[src/rtl/ser_tx.sv]
// rtl/ser_tx.sv - parallel-load serial transmitter with ready/valid load handshake
// Every output is a register updated alongside the FSM, so no input reaches an output combinationally.
module ser_tx #(
    parameter int WIDTH     = 8,
    parameter bit MSB_FIRST = 1'b1
) (
    input  logic             clk,
    input  logic             rst,
    input  logic [WIDTH-1:0] din,
    input  logic             load_valid,
    output logic             load_ready,
    output logic             q,
    output logic             q_valid,
    output logic             done,
    output logic [4:0]       bit_idx
);

    typedef enum logic [1:0] {
        IDLE  = 2'd0,
        SHIFT = 2'd1,
        DONE  = 2'd2
    } state_t;

    localparam logic [4:0] LAST = 5'(WIDTH - 1);

    state_t           r_state;
    logic [WIDTH-1:0] r_shift;
    logic [4:0]       r_cnt;
    logic             r_q;
    logic             r_q_valid;
    logic             r_done;
    logic             r_load_ready;
    logic [4:0]       r_bit_idx;

    logic [WIDTH-1:0] w_shifted;
    logic             w_first_bit;
    logic             w_next_bit;

    // Data moves toward the output end; vacated positions fill with zeros.
    assign w_shifted   = MSB_FIRST ? {r_shift[WIDTH-2:0], 1'b0} : {1'b0, r_shift[WIDTH-1:1]};
    assign w_first_bit = MSB_FIRST ? din[WIDTH-1] : din[0];
    assign w_next_bit  = MSB_FIRST ? w_shifted[WIDTH-1] : w_shifted[0];

    always_ff @(posedge clk) begin
        if (rst) begin
            r_state      <= IDLE;
            r_shift      <= '0;
            r_cnt        <= '0;
            r_q          <= 1'b0;
            r_q_valid    <= 1'b0;
            r_done       <= 1'b0;
            r_load_ready <= 1'b1;
            r_bit_idx    <= '0;
        end else begin
            case (r_state)
                IDLE: begin
                    if (load_valid) begin
                        r_state      <= SHIFT;
                        r_shift      <= din;
                        r_cnt        <= '0;
                        r_q          <= w_first_bit;
                        r_q_valid    <= 1'b1;
                        r_load_ready <= 1'b0;
                        r_bit_idx    <= '0;
                    end
                end
                SHIFT: begin
                    r_shift <= w_shifted;
                    if (r_cnt == LAST) begin
                        r_state   <= DONE;
                        r_cnt     <= '0;
                        r_q       <= 1'b0;
                        r_q_valid <= 1'b0;
                        r_done    <= 1'b1;
                        r_bit_idx <= '0;
                    end else begin
                        r_cnt     <= r_cnt + 5'd1;
                        r_q       <= w_next_bit;
                        r_bit_idx <= r_cnt + 5'd1;
                    end
                end
                DONE: begin
                    r_state      <= IDLE;
                    r_done       <= 1'b0;
                    r_load_ready <= 1'b1;
                end
                default: begin
                    r_state      <= IDLE;
                    r_shift      <= '0;
                    r_cnt        <= '0;
                    r_q          <= 1'b0;
                    r_q_valid    <= 1'b0;
                    r_done       <= 1'b0;
                    r_load_ready <= 1'b1;
                    r_bit_idx    <= '0;
                end
            endcase
        end
    end

    assign q          = r_q;
    assign q_valid    = r_q_valid;
    assign done       = r_done;
    assign load_ready = r_load_ready;
    assign bit_idx    = r_bit_idx;

endmodule

[config.mk]
export PLATFORM = sky130hd
export DESIGN_NAME = ser_tx
export DESIGN_NICKNAME = d
export VERILOG_FILES = /design/src/rtl/ser_tx.sv
export SDC_FILE = /design/constraint.sdc
export NUM_CORES = 1
export LEC_CHECK = 0
export ABC_AREA = 1
export CAP_MARGIN = 20
export CORE_MARGIN = 3
export CORE_UTILIZATION = 46
export DETAILED_ROUTE_END_ITERATION = 8
export MAX_ROUTING_LAYER = met4
export PLACE_DENSITY_LB_ADDON = 0.25
export SLEW_MARGIN = 25
export SYNTH_ARGS = -nofsm -noshare
export SYNTH_HDL_FRONTEND = slang
export SYNTH_SLANG_ARGS = --single-unit
[constraint.sdc]
create_clock -name clk -period 1.62 [get_ports clk]
set_clock_uncertainty 0.2 [all_clocks]
set_input_delay 0.162 -clock clk [delete_from_list [all_inputs] [get_ports clk]]
set_output_delay 0.162 -clock clk [all_outputs]
set_load 0.1 [all_outputs]
==> flow_metrics.tcl <==
set metrics [dict create \
    port_buffers 19 \
    grt_max_degree 11 \
    synth-seq-area-share 0.462 \
    finalSetupViolCount 0 \
    dieArea_sq_um 2230 \
    reg2reg_slack_ns 0.07 \
    hold_violations 0 \
    grtUsageTotal 0.195 \
    synth_simple_gate_area_frac 0.264 \
    synthMuxAreaShare 0 \
    drv_cap 0 \
    total_power_mw 1.09 \
    status "finished, final reports clean" \
    syn_avg_cell_area_sq_um 7.73 \
    worst-endpoint-required_ns 1.68 \
    initial_utilization 0.501 \
    synth_xor_area_frac 0.0112 \
    layout_common_cells "nand2_1 (27), dfxtp_1 (13), clkdlybuf4s50_1 (10)" \
    slew_headroom 0.765 \
    grt_pass1_wl_um 2970 \
    fin_crit_ns 1.55 \
    syn_inst 101 \
    crit_type "flip-flop to flip-flop" \
    hpwl_um 1400 \
    cts.sinks 18 \
    overflow 0 \
    ys_ff_latch 18 \
    cts.hold.buffers_added 0 \
    drt_iter0_drc 12 \
    netlist-cell-type-count 22 \
    synth_top_family_by_area "simple AND/OR/NAND/NOR gates" \
    cp.arrival_ns 1.60 \
    final_common_cell "nand2_1" \
    globalplace.congestion 0.790 \
    timing.final.crit_share 0.954 \
    cts_tree "built" \
    dp_slack_ns 0.0265 \
    num_vias 799 \
    drc 0 \
    grt_pass1_vias 717 \
    drive_above_1_share 0.308 \
    synth_warnings 0 \
    h-tree-depth 1 \
    dr.pass1.iters 4 \
    cts_root_buf "clkbuf_4" \
    fill_cells 114 \
    synth-compound-area-share 0.178 \
    critPathCaptureType "flip-flop" \
    clockBufferDepth 2 \
    area_delta_synth_final_pct 50.8 \
    clk_latency_ns 0.31 \
    fmax_mhz 647 \
    coreArea_sq_um 1560 \
    clk_pin_slew_ns 0.11 \
    worstHoldPathType "input port to flip-flop" \
    wire_per_inst_um 13.0 \
    fp.dieW_um 47.2 \
    fp-row-count 14 \
    tightest_slew_ns 0.351 \
    postRouteAntennaNets 0 \
    finalWorstSetupSlack_ns 0.0737 \
    viasPerCell 5.47 \
    power_density_nw_per_um2 930 \
    syn-cell-area_sq_um 781 \
    totalNegativeSetupSlack_ns 0 \
    ios 20 \
    crit_path_start_kind "flip-flop" \
    path_max_fanout 5 \
    peakVddDrop_mv 0.801 \
    drt_wl_total_um 1890 \
    die_y_um 47.2 \
    synth_adder_area_share 0.0160 \
    cts_buffers 3 \
    slew_viol_final 0 \
    nNetsFinal 143 \
    antenna_found_initial 0 \
    diodes 0 \
    syn_nets 113 \
    p_leak_nw 0.504 \
]
==> report_power, final <==
part | switching (mW) | total, mW | internal, mW
Combinational | 0.184 | 0.303 | 0.119
Clock | 0.152 | 0.289 | 0.138
Sequential | 0.0264 | 0.502 | 0.476
==> repair_timing <==
item / in CTS / in global routing
resized for setup: 0 / 2
endpoints found under the setup margin: 0 / 3
buffers inserted: 0 / 5
==> synth_stat cells <==
| cell type | n | area, sq um |
|---|---|---|
| o31a_1 | 1 | 8.76 |
| o31ai_2 | 1 | 12.5 |
| a21oi_1 | 4 | 20.0 |
| nand2_4 | 1 | 11.3 |
| buf_6 | 1 | 11.3 |
| xor2_1 | 1 | 8.76 |
| o21ai_1 | 9 | 45.0 |
| o21ai_0 | 3 | 15.0 |
| clkinv_1 | 1 | 3.75 |
| nor2_2 | 2 | 12.5 |
| nand2_1 | 28 | 105 |
| dfxtp_1 | 18 | 360 |
| nand3_1 | 6 | 30.0 |
| ha_1 | 1 | 12.5 |
| clkinv_2 | 1 | 5.00 |
| inv_1 | 4 | 15.0 |
| nand2_2 | 3 | 18.8 |
| inv_2 | 5 | 18.8 |
| nand4_1 | 1 | 6.26 |
| nor2_1 | 3 | 11.3 |
| a31oi_1 | 6 | 37.5 |
| nor2_4 | 1 | 11.3 |
==> registers in the layout, summed over array words and instances (netlist names) <==
signal / cells
q: 1
r_shift: 7
bit_idx: 5
load_ready: 1
r_state: 2
q_valid: 1
done: 1
==> cell families (layout without fill, tap and decap cells) <==
| kind of cell | after synthesis | after routing |
|---|---|---|
| simple gates | 45 | 45 |
| fa+ha+maj | 1 | 1 |
| flops | 18 | 18 |
| buf+inv | 12 | 41 |
| xor+xnor | 1 | 1 |
| compound gates | 24 | 24 |
==> routing by layer <==
metal | track usage | vias up | share of wire
li1 | - | 395 | -
met2 | 0.322 | 23 | 0.51
met1 | 0.237 | 377 | 0.42
met4 | 0.0829 | 0 | 0.027
met3 | 0.0230 | 4 | 0.040
met5 | - | - | 0
==> worst paths after layout <==
check | from | to | cells past startpoint
max | bit_idx[0] | q_valid | 10
min | din[0] | r_shift[0] | 3
max reg2reg | bit_idx[0] | q_valid | 10
min reg2reg | r_shift[3] | r_shift[4] | 2
==> area by class of cell <==
| cell class | count | area (sq um) | share of cell area |
|---|---|---|---|
| Inverter | 11 | 42.5 | 0.0361 |
| Multi-Input combinational cell | 71 | 374 | 0.318 |
| Tap cell | 16 | 20.0 | 0.0170 |
| Clock buffer | 4 | 36.3 | 0.0308 |
| Sequential cell | 18 | 372 | 0.316 |
| Timing Repair Buffer | 26 | 333 | 0.283 |
==> through the flow <==
step	utilization	std cells	area (sq um)	hold WS, ns
floorplan	-	101	792	0.0214
global placement	0.703	137	1100	0.263
detailed placement	0.703	137	1100	0.268
CTS	0.726	141	1130	0.202
global route	0.755	146	1180	0.218
finish	0.755	146	1180	0.195
==> critical path, stage by stage, from the launching register on <==
cell and delay, ns:
dfxtp_4 0.36, ha_1 0.21, nand2_2 0.09, inv_2 0.06, nand2_4 0.08, clkinv_1 0.08, nor2_2 0.16, inv_2 0.06
nand2_1 0.08, nand2_1 0.06, nand2_1 0.07
(Power assumes the default switching activity.)
